[src/rtl/fpnew_fma_arbiter.sv]
// Shares one pipelined FMA among NumReq requesters: round-robin issue with grant lock,
// and an owner-index FIFO that steers in-order results back to the requester that issued them.
module fpnew_fma_arbiter #(
  parameter int unsigned NumReq         = 4,
  parameter int unsigned Width          = 64,
  parameter int unsigned OpBits         = 4,
  parameter int unsigned MaxOutstanding = 4
) (
  input  logic                               clk_i,
  input  logic                               rst_ni,
  input  logic [NumReq-1:0]                  req_valid_i,
  output logic [NumReq-1:0]                  req_ready_o,
  input  logic [NumReq*3*Width-1:0]          req_operands_i,
  input  logic [NumReq*OpBits-1:0]           req_op_i,
  output logic                               fma_in_valid_o,
  input  logic                               fma_in_ready_i,
  output logic [3*Width-1:0]                 fma_operands_o,
  output logic [OpBits-1:0]                  fma_op_o,
  input  logic                               fma_out_valid_i,
  output logic                               fma_out_ready_o,
  input  logic [Width-1:0]                   fma_result_i,
  output logic [NumReq-1:0]                  rsp_valid_o,
  input  logic [NumReq-1:0]                  rsp_ready_i,
  output logic [Width-1:0]                   rsp_result_o,
  output logic [$clog2(MaxOutstanding+1)-1:0] outstanding_o,
  output logic                               err_o
);
  localparam int unsigned IdxW = $clog2(NumReq);
  localparam int unsigned PtrW = (MaxOutstanding > 1) ? $clog2(MaxOutstanding) : 1;
  localparam int unsigned CntW = $clog2(MaxOutstanding + 1);

  logic [IdxW-1:0] rr_q, lock_idx_q, grant, cand, head;
  logic            lock_q, err_q;
  logic [MaxOutstanding-1:0][IdxW-1:0] fifo_q;
  logic [PtrW-1:0] wr_ptr_q, rd_ptr_q;
  logic [CntW-1:0] count_q;
  logic            full, empty, push, pop, lock_drop;

  function automatic logic [PtrW-1:0] ptr_inc(input logic [PtrW-1:0] p);
    return (p == PtrW'(MaxOutstanding - 1)) ? '0 : p + 1'b1;
  endfunction

  // Circular search from rr_q: iterate farthest-first so the nearest valid wins.
  always_comb begin
    grant = rr_q;
    cand  = '0;
    if (lock_q) begin
      grant = lock_idx_q;
    end else begin
      for (int k = NumReq - 1; k >= 0; k--) begin
        cand = IdxW'((int'(rr_q) + k) % NumReq);
        if (req_valid_i[cand]) grant = cand;
      end
    end
  end

  assign full      = (count_q == CntW'(MaxOutstanding));
  assign empty     = (count_q == '0);
  assign head      = fifo_q[rd_ptr_q];
  assign lock_drop = lock_q & ~req_valid_i[lock_idx_q];

  assign fma_in_valid_o  = rst_ni & req_valid_i[grant] & ~full;
  assign fma_operands_o  = req_operands_i[grant*3*Width +: 3*Width];
  assign fma_op_o        = req_op_i[grant*OpBits +: OpBits];
  assign push            = fma_in_valid_o & fma_in_ready_i;

  assign fma_out_ready_o = rst_ni & rsp_ready_i[head] & ~empty;
  assign pop             = fma_out_valid_i & fma_out_ready_o;
  assign rsp_result_o    = fma_result_i;
  assign outstanding_o   = count_q;
  assign err_o           = err_q;

  always_comb begin
    req_ready_o = '0;
    rsp_valid_o = '0;
    if (push) req_ready_o[grant] = 1'b1;
    if (rst_ni && fma_out_valid_i && !empty) rsp_valid_o[head] = 1'b1;
  end

  always_ff @(posedge clk_i) begin
    if (!rst_ni) begin
      rr_q       <= '0;
      lock_q     <= 1'b0;
      lock_idx_q <= '0;
      wr_ptr_q   <= '0;
      rd_ptr_q   <= '0;
      count_q    <= '0;
      err_q      <= 1'b0;
    end else begin
      if (push) begin
        wr_ptr_q <= ptr_inc(wr_ptr_q);
        rr_q     <= (grant == IdxW'(NumReq - 1)) ? '0 : grant + 1'b1;
        lock_q   <= 1'b0;
      end else if (fma_in_valid_o) begin
        // Stalled by the FMA: hold this grant so operands stay stable until accepted.
        lock_q     <= 1'b1;
        lock_idx_q <= grant;
      end else if (lock_drop) begin
        lock_q <= 1'b0;
      end
      if (pop) rd_ptr_q <= ptr_inc(rd_ptr_q);
      if (push && !pop)      count_q <= count_q + 1'b1;
      else if (pop && !push) count_q <= count_q - 1'b1;
      if (lock_drop || (fma_out_valid_i && empty)) err_q <= 1'b1;
    end
  end

  // Owner storage needs no reset: entries are only read once counted in.
  always_ff @(posedge clk_i) begin
    if (push) fifo_q[wr_ptr_q] <= grant;
  end
endmodule

[config.mk]
export PLATFORM = sky130hd
export DESIGN_NAME = fpnew_fma_arbiter
export DESIGN_NICKNAME = d
export VERILOG_FILES = /design/src/rtl/fpnew_fma_arbiter.sv
export SDC_FILE = /design/constraint.sdc
export NUM_CORES = 1
export LEC_CHECK = 0
export CORE_AREA = 5 5 444 446
export DETAILED_ROUTE_END_ITERATION = 10
export DIE_AREA = 0 0 449 451
export PLACE_DENSITY_LB_ADDON = 0.15
export SETUP_SLACK_MARGIN = 0.1
export SLEW_MARGIN = 20
export SYNTH_ARGS = -nofsm -noshare
export SYNTH_HDL_FRONTEND = slang
export SYNTH_SLANG_ARGS = --single-unit
export TNS_END_PERCENT = 20
[constraint.sdc]
create_clock -name clk_i -period 5.7 [get_ports clk_i]
set_clock_uncertainty 0.15 [all_clocks]
set_input_delay 0.57 -clock clk_i [delete_from_list [all_inputs] [get_ports clk_i]]
set_output_delay 0.57 -clock clk_i [all_outputs]
set_load 0.02 [all_outputs]
==> out/qor.csv, run 1 <==
metric;value;unit
vias in the first global route;14700;
Lkg Pwr;7.87;nW
post-synth top area cell;nand2_1;
layout cells sized above 1;0.0289;
Final Hold Viols;0;
FILL cells;22700;
post-CTS setup buffer count;0;
Cell variety after synth;47;
fin nets;3227;
port bufs;1005;
Final min period;4860;ps
pwr/cell area;296;mW/mm²
required time of the critical path;4980;ps
post-DP HPWL;117000;µm
most common cell after layout, fill and taps aside;clkdlybuf4s50_1;
Initial DRC Count;1080;
CTS buffer count;3;
register area;500;µm²
syn avg cell area;5.17;µm²
htree depth;1;
Fin Setup TNS;0;ps
Worst-Margin Slew;771;ps
worst hold start;err_o;
FP Rows;161;
Detailed Routing Iterations Pass 1;5;
Die Ht;451;µm
worst hold path type;reg -> reg;
Max stage delay on crit path;710;ps
first-pass GRT wire length;164000;µm
path depth of the worst reg2reg path;13;
clock root buffer;clkbuf_16;
clk buf depth;2;
die width;449;µm
Hold Buf Count CTS;0;
post-cts gate resize count;0;
Clock transition at path regs;70;ps
Synth Cell Area;0.00778;mm²
CTS tree;yes;
slowest library cell on the worst path;clkdlybuf4s50_1;
largest net degree at the start of global routing;87;
via count;14500;
worst path cell trace;clkdlybuf4s50_1 -> nor2b_1 -> o21ai_0 -> a21oi_4 -> buf_12 -> buf_4 -> nand2_1 -> and3_1 -> a31oi_1 -> clkdlybuf4s50_1;
Final ANT Viol Nets;0;
top-area cell type share of the netlist area;0.383;
most frequent cells in the layout;clkdlybuf4s50_1, nand2_1, and3_1;
Sink Count;21;
Skew-Pair Late Insertion Delay;260;ps
crit-path max FO;49;
# DRC;0;
GRT Total Usage;0.122;
FMAX;0.206;GHz
RSZ-0062 raised after global routing;no;
setup slack, reg-to-reg;1810;ps
Hold Crit Depth;1;
Worst Path Arrival;4140;ps
Seq/Total Area, Yosys;0.0643;
Synth area leaders;nand2_1, and3_1, a31oi_1;
kind of critical path;in -> out;
P&R area growth vs syn;164;%
final critical-path share of the clock period;0.853;
Initial Util;0.0405;
Max Cap Viol;0;
Routed wire per std cell;26.8;µm
Synth Net Count;2377;
Syn. warnings;0;
number of synthesized register bits;21;
routability cong.;0.893;
worst flop-to-flop path endpoint;outstanding_o[2];
Relative slew margins;0.486;
Startpoint Class;primary input;
CP Capture Type;output pin;
Synth Instances;1506;
final WL;132000;µm
pins over their slew limit;0;
Hold EP;err_o;
GR Overflow Total;0;
vias per inst;2.95;
core area;0.192;mm²
peak supply drop;0.143;mV
R2R Path Start;rr_q[0];
Final Util;0.107;
area of the die;0.202;mm²
Finish-stage setup viols;0;
status;finished clean;
initial antenna violation count;113;
IO Pins;1134;
most frequent CP cell;clkdlybuf4s50_1;
area of the multi-input gates;0.00620;mm²
## flip-flops by register name, summed over array words and instances (netlist names)
| name | cells |
|---|---|
| fifo_q | 8 |
| outstanding_o | 3 |
| lock_idx_q | 2 |
| rd_ptr_q | 2 |
| rr_q | 2 |
| wr_ptr_q | 2 |
| err_o | 1 |
| lock_q | 1 |
## cells in the mapped netlist (all sizes together)
library cell / count
o31ai: 1
nor3b: 1
or3: 2
a41o: 1
xor2: 1
nand2b: 2
a21oi: 2
nand3: 3
and2b: 1
and2: 9
buf: 109
o32ai: 1
o22ai: 1
a211oi: 6
mux4: 4
o21ai: 4
nor2b: 3
a21boi: 1
and3: 200
or2: 2
mux2: 1
dfxtp: 13
nor3: 3
o211ai: 2
clkbuf: 88
a31oi: 196
edfxtp: 8
xnor2: 1
a221o: 1
fa: 1
nand2: 795
inv: 13
o22a: 1
nor2: 9
a311oi: 2
mux2i: 7
o31a: 1
ha: 10
## layer usage
metal	global-route usage	vias up	wire length [µm]	share of wire
met4	0.0101	42	1390	0.011
met5	0	-	269	0.0020
met2	0.220	730	66000	0.50
li1	-	6720	-	-
met3	0.0466	164	11800	0.090
met1	0.142	6830	52200	0.40
## per-stage QoR
step	total power, mW	setup slack, ps	cell area [µm²]	hold WS [ps]	cells
floorplan	2.85	2420	7780	303	1506
global placement	6.09	666	20400	328	4877
detailed placement	6.04	729	20400	330	4877
CTS	6.23	710	20500	347	4881
global route	6.49	624	20500	360	4885
finish	6.09	839	20600	344	4903
## power by group
part / internal, mW / switching (mW) / total, mW
Sequential: 0.181 / 0.0271 / 0.209
Combinational: 2.33 / 3.40 / 5.73
Clock: 0.0951 / 0.0603 / 0.155
Total: 2.60 / 3.49 / 6.09
## worst max-delay path, delay by kind of cell
family | cells | cell delay (ps)
buf+inv | 4 | 2110
compound gates | 3 | 900
simple gates | 3 | 480
## kinds of logic (layout without fill, tap and decap cells)
| group | after synthesis | in the layout | synth area share |
|---|---|---|---|
| flops | 21 | 21 | 0.0643 |
| buf+inv | 210 | 1059 | 0.140 |
| xor+xnor | 2 | 2 | 0.00225 |
| mux | 12 | 12 | 0.0225 |
| other cells | 0 | 22 | 0 |
| simple gates | 1030 | 1030 | 0.569 |
| compound gates | 220 | 220 | 0.183 |
| fa+ha+maj | 11 | 11 | 0.0186 |
## how the worst max path moves through the flow
stage	start	end	slack, ps	depth (start not counted)
2_1_floorplan	req_valid_i[2]	outstanding_o[2]	2420	14
3_3_place_gp	req_valid_i[2]	fma_operands_o[60]	670	10
4_1_cts	req_valid_i[2]	fma_operands_o[60]	710	10
3_5_place_dp	req_valid_i[2]	fma_operands_o[60]	730	10
6_report	req_valid_i[3]	fma_operands_o[77]	840	10
5_1_grt	req_valid_i[2]	fma_operands_o[54]	620	10
## layout make-up
class                           count  area share
Antenna cell                       22     0.00268
Clock buffer                        3     0.00365
Clock inverter                      1    0.000365
Inverter                           13     0.00341
Multi-Input combinational cell   1275       0.301
Sequential cell                    21      0.0243
Tap cell                         2526       0.154
Timing Repair Buffer             1042       0.511
No activity file was read; power rests on OpenSTA's default activity.
==> run 2, diff against run 1 <==
- CORE_AREA: 5 5 444 446 -> 10 10 436 438
- CTS_CLUSTER_SIZE: not set -> 12
- DIE_AREA: 0 0 449 451 -> 0 0 446 448
- GPL_TIMING_DRIVEN: not set -> 0
==> run 2 against run 1 <==
  * Utilization grew 1.2 points
  * Flip-flop and latch count is the same
  * Register-to-register slack worse by 20 ps
  * Total power grew 9.3%
  * Worst setup slack worse by 640 ps
  * Clock power fell by 3%
  * Final area rose by 4.9%
  * Worst hold slack gained 2.4 ps
  * Combinational power is 9.9% higher
  * Critical path type unchanged
  * Largest cell class unchanged
  * Largest power group unchanged
==> out/qor.csv, run 2 (same netlist as run 1, synthesis figures left out) <==
metric;value;unit
status;finished clean;
post-DP HPWL;138000;µm
crit-path max FO;11;
Clock transition at path regs;60;ps
Placed Area;0.0215;mm²
count of non-filler cells in the finished layout;4977;
Int Power;2.62;mW
power share of the clock group;0.023;
post-CTS setup buffer count;0;
largest net degree at the start of global routing;16;
largest register by flop count;fifo_q;
Initial DRC Count;980;
GRT Total Usage;0.142;
die width;446;µm
FILL cells;21300;
CP Capture Type;output pin;
Sw Ratio;0.606;
port bufs;1067;
pins over their slew limit;0;
Reg power frac;0.031;
initial antenna violation count;83;
GR Overflow Total;0;
Sw Pwr;4.04;mW
path depth of the worst reg2reg path;14;
max reg flops;8;
kind of critical path;in -> out;
pwr/cell area;309;mW/mm²
Max Cap Viol;0;
RSZ-0062 raised after global routing;yes;
Detailed Routing Iterations Pass 1;5;
Finish-stage setup viols;0;
Final min period;5500;ps
Worst Setup SP;req_valid_i[0];
Worst-Margin Slew;1100;ps
# DRC;0;
worst hold path type;reg -> reg;
Skew-Pair Late Insertion Delay;250;ps
area of the die;0.200;mm²
via count;15500;
clk buf depth;2;
Hold Buf Count CTS;0;
htree depth;1;
clock root buffer;clkbuf_16;
IO Pins;1134;
final WL;152000;µm
Relative slew margins;0.270;
Die Ht;448;µm
most common cell after layout, fill and taps aside;clkdlybuf4s50_1;
Final Hold Viols;0;
routability cong.;0.893;
most frequent cells in the layout;clkdlybuf4s50_1, nand2_1, and3_1;
Final ANT Viol Nets;0;
FP Rows;157;
first-pass GRT wire length;185000;µm
Routed wire per std cell;30.6;µm
layout cells sized above 1;0.0528;
fin nets;3449;
final critical-path share of the clock period;0.965;
Lkg Pwr;8.48;nW
Hold Crit Depth;2;
Initial Util;0.0428;
design area;0.0216;mm²
required time of the critical path;4980;ps
total power;6.66;mW
Final Hold Slack;346;ps
core area;0.182;mm²
CTS tree;yes;
FMAX;0.182;GHz
CTS buffer count;3;
Gate power share;0.946;
Final Util;0.119;
vias in the first global route;15900;
Startpoint Class;primary input;
P&R area growth vs syn;177;%
placed cells;4958;
vias per inst;3.11;
worst hold start;lock_idx_q[0];
R2R Path Start;rr_q[0];
Worst Path Arrival;4780;ps
peak supply drop;0.0897;mV
Sink Count;21;
[run 2: cell types whose count changed in the layout (fill, tap and decap cells not counted), sizes merged]
cell	change
buf	+60
clkbuf	+88
clkdlybuf4s50	+74
clkinv	+1
clkinvlp	-1
diode	-7
[run 2: repair_timing]
action	CTS	global route
setup endpoints to repair	26	6
cloned	0	0
gates resized for setup	4	4
[run 2: per-stage QoR]
| stage | TNS [ps] | setup WS, ps |
|---|---|---|
| after global routing | 0 | 46.6 |
| after floorplan | 0 | 2420 |
| after global placement | -3360 | -333 |
| after CTS | 0 | 125 |
| final | 0 | 198 |
| after detailed placement | -1100 | -214 |
[run 2: layout make-up]
class	instances	area, µm²	area share
Clock buffer	3	75.1	0.00348
Tap cell	2385	2980	0.138
Timing Repair Buffer	1067	10700	0.495
Clock inverter	1	5.00	0.000232
Antenna cell	15	37.5	0.00174
Multi-Input combinational cell	1275	6190	0.287
Sequential cell	21	500	0.0232
Inverter	13	51.3	0.00238
Buffer	197	1050	0.0487
[run 2: power groups by stage]
stage	Clock, mW	Sequential, mW	Combinational [mW]
2_1_floorplan	0	0.212	2.64
3_3_place_gp	0	0.212	6.52
3_5_place_dp	0	0.211	6.46
4_1_cts	0.158	0.208	6.49
5_1_grt	0.167	0.213	6.70
6_report	0.151	0.207	6.30
[run 2: routing by layer]
layer | vias up | track usage | share of wire
li1 | 7166 | - | -
met1 | 7494 | 0.173 | 0.40
met2 | 667 | 0.263 | 0.52
met3 | 108 | 0.0329 | 0.068
met4 | 42 | 0.00638 | 0.0063
met5 | - | 0 | 0.0017
[run 2: critical path: stages]
cell and delay (ps):
clkdlybuf4s50_1 670, nor2_1 90, a211oi_1 300, a211oi_2 120
nor2_2 280, clkbuf_2 550, clkbuf_1 870, ha_1 280
and2_1 310, clkdlybuf4s50_1 720
[run 2: path summary, 6_finish.rpt]
check | end | slack, ps
worst max-delay path | req_ready_o[0] | 200
worst min-delay path | lock_idx_q[0] | 350
worst max register to register | outstanding_o[2] | 1790
worst min register to register | lock_idx_q[0] | 350
==> run 3, diff against run 2 <==
- CORE_AREA: 10 10 436 438 -> 4 4 443 445
- DIE_AREA: 0 0 446 448 -> 0 0 447 449
==> run 3 against run 2 <==
  * Largest power group unchanged
  * Worst setup slack improved by 89 ps
  * Critical endpoint is now fma_operands_o[82]
  * Sequential power about the same
  * Register-to-register slack improved by 120 ps
  * Worst hold slack got worse by 6.2 ps
==> out/qor.csv, run 3 (same netlist as run 1, synthesis figures left out) <==
metric;value;unit
Routed wire per std cell;28.4;µm
Die Ht;449;µm
die width;447;µm
# DRC;0;
CTS buffer count;3;
status;finished clean;
worst flop-to-flop path endpoint;outstanding_o[2];
P&R area growth vs syn;181;%
RSZ-0062 raised after global routing;no;
most common cell after layout, fill and taps aside;clkdlybuf4s50_1;
Sink Count;21;
Initial Util;0.0405;
Hold EP;err_o;
first-pass GRT wire length;180000;µm
area of the multi-input gates;0.00619;mm²
routability cong.;0.884;
IO Pins;1134;
Worst-Margin Slew;1000;ps
max reg flops;8;
worst setup margin;287;ps
kind of critical path;in -> out;
largest register by flop count;fifo_q;
Startpoint Class;primary input;
power share of the clock group;0.023;
most frequent cells in the layout;clkdlybuf4s50_1, nand2_1, and3_1;
path depth of the worst reg2reg path;14;
layout cells sized above 1;0.0531;
Max Cap Viol;0;
Sw Pwr;4.02;mW
fin nets;3452;
area of the die;0.201;mm²
Worst Path Arrival;4690;ps
vias per inst;3.04;
CP Capture Type;output pin;
Detailed Routing Iterations Pass 1;7;
Finish-stage setup viols;0;
largest net degree at the start of global routing;16;
port bufs;1067;
register area;500;µm²
setup slack, reg-to-reg;1910;ps
Final ANT Viol Nets;0;
Initial DRC Count;1270;
crit-path max FO;10;
htree depth;1;
Clock transition at path regs;60;ps
Lkg Pwr;8.51;nW
worst hold path type;reg -> reg;
worst hold start;err_o;
R2R Path Start;rr_q[0];
peak supply drop;0.0983;mV
placed cells;5102;
final critical-path share of the clock period;0.950;
Worst Setup SP;req_valid_i[0];
FP Rows;161;
Skew-Pair Late Insertion Delay;260;ps
pwr/cell area;305;mW/mm²
clock root buffer;clkbuf_16;
Final Hold Slack;340;ps
initial antenna violation count;75;
post-CTS setup buffer count;0;
Int Power;2.65;mW
vias in the first global route;15800;
core area;0.192;mm²
post-cts gate resize count;7;
post-DP HPWL;132000;µm
final WL;146000;µm
Hold Buf Count CTS;0;
via count;15600;
Gate power share;0.946;
Reg power frac;0.031;
Relative slew margins;0.333;
required time of the critical path;4980;ps
pins over their slew limit;0;
clk buf depth;2;
GRT Total Usage;0.137;
Sw Ratio;0.602;
pre-CTS setup slack;-587;ps
Hold Crit Depth;1;
count of non-filler cells in the finished layout;5123;
FMAX;0.185;GHz
FILL cells;22700;
GR Overflow Total;0;
Final Hold Viols;0;
CTS tree;yes;
Final min period;5410;ps
-- run 3: changes by cell type in the layout (fill, tap and decap cells not counted) --
cell,before,now
buf_2,32,29
buf_4,66,69
buf_12,0,2
clkbuf_1,69,71
clkbuf_2,19,17
diode_2,15,17
buf_16,0,1
-- run 3: worst max-delay path, cell delays in order --
cell and delay, ps:
clkdlybuf4s50_1 660, o21ai_0 270, a21oi_4 400, buf_4 380, buf_4 430, clkbuf_2 400, nand2_1 230, a31oi_1 550
clkdlybuf4s50_1 750
-- run 3: how the worst max path moves through the flow --
stage                                     end  slack (ps)  depth (start not counted)
after floorplan              outstanding_o[2]        2420                         14
after global placement     fma_operands_o[82]        -600                          9
after detailed placement   fma_operands_o[82]        -590                          9
after CTS                  fma_operands_o[82]         190                          9
after global routing      fma_operands_o[122]         110                         10
final                      fma_operands_o[82]         290                          9
-- run 3: through the flow --
step / power [mW] / util / instance area (µm²) / setup TNS, ps
4_1_cts: 6.86 / 0.113 / 21800 / 0
5_1_grt: 7.09 / 0.113 / 21800 / 0
6_report: 6.67 / 0.114 / 21800 / 0
2_1_floorplan: 2.85 / - / 7780 / 0
3_5_place_dp: 6.67 / 0.113 / 21700 / -5530
3_3_place_gp: 6.68 / 0.113 / 21600 / -9970
-- run 3: final cells by class --
type                       count  area share
clock buffer                   3     0.00344
buffer                       197      0.0484
clock inverter                 1    0.000229
tap                         2526       0.145
multi-input combinational   1275       0.284
timing repair buffer        1070       0.492
sequential                    21      0.0229
inverter                      13     0.00235
antenna                       17     0.00195
-- run 3: per-layer routing --
metal / part of all wire / global-route usage / vias up
li1: - / - / 7180
met1: 0.39 / 0.162 / 7496
met2: 0.52 / 0.261 / 757
met3: 0.078 / 0.0345 / 110
met4: 0.0052 / 0.00426 / 40
met5: 0.0017 / 0 / -
-- run 3: power groups by stage --
stage / Combinational (mW) / Clock (mW) / Sequential, mW
after floorplan: 2.64 / 0 / 0.212
after global placement: 6.47 / 0 / 0.212
after detailed placement: 6.46 / 0 / 0.212
after CTS: 6.49 / 0.157 / 0.209
after global routing: 6.71 / 0.163 / 0.212
final: 6.31 / 0.154 / 0.208
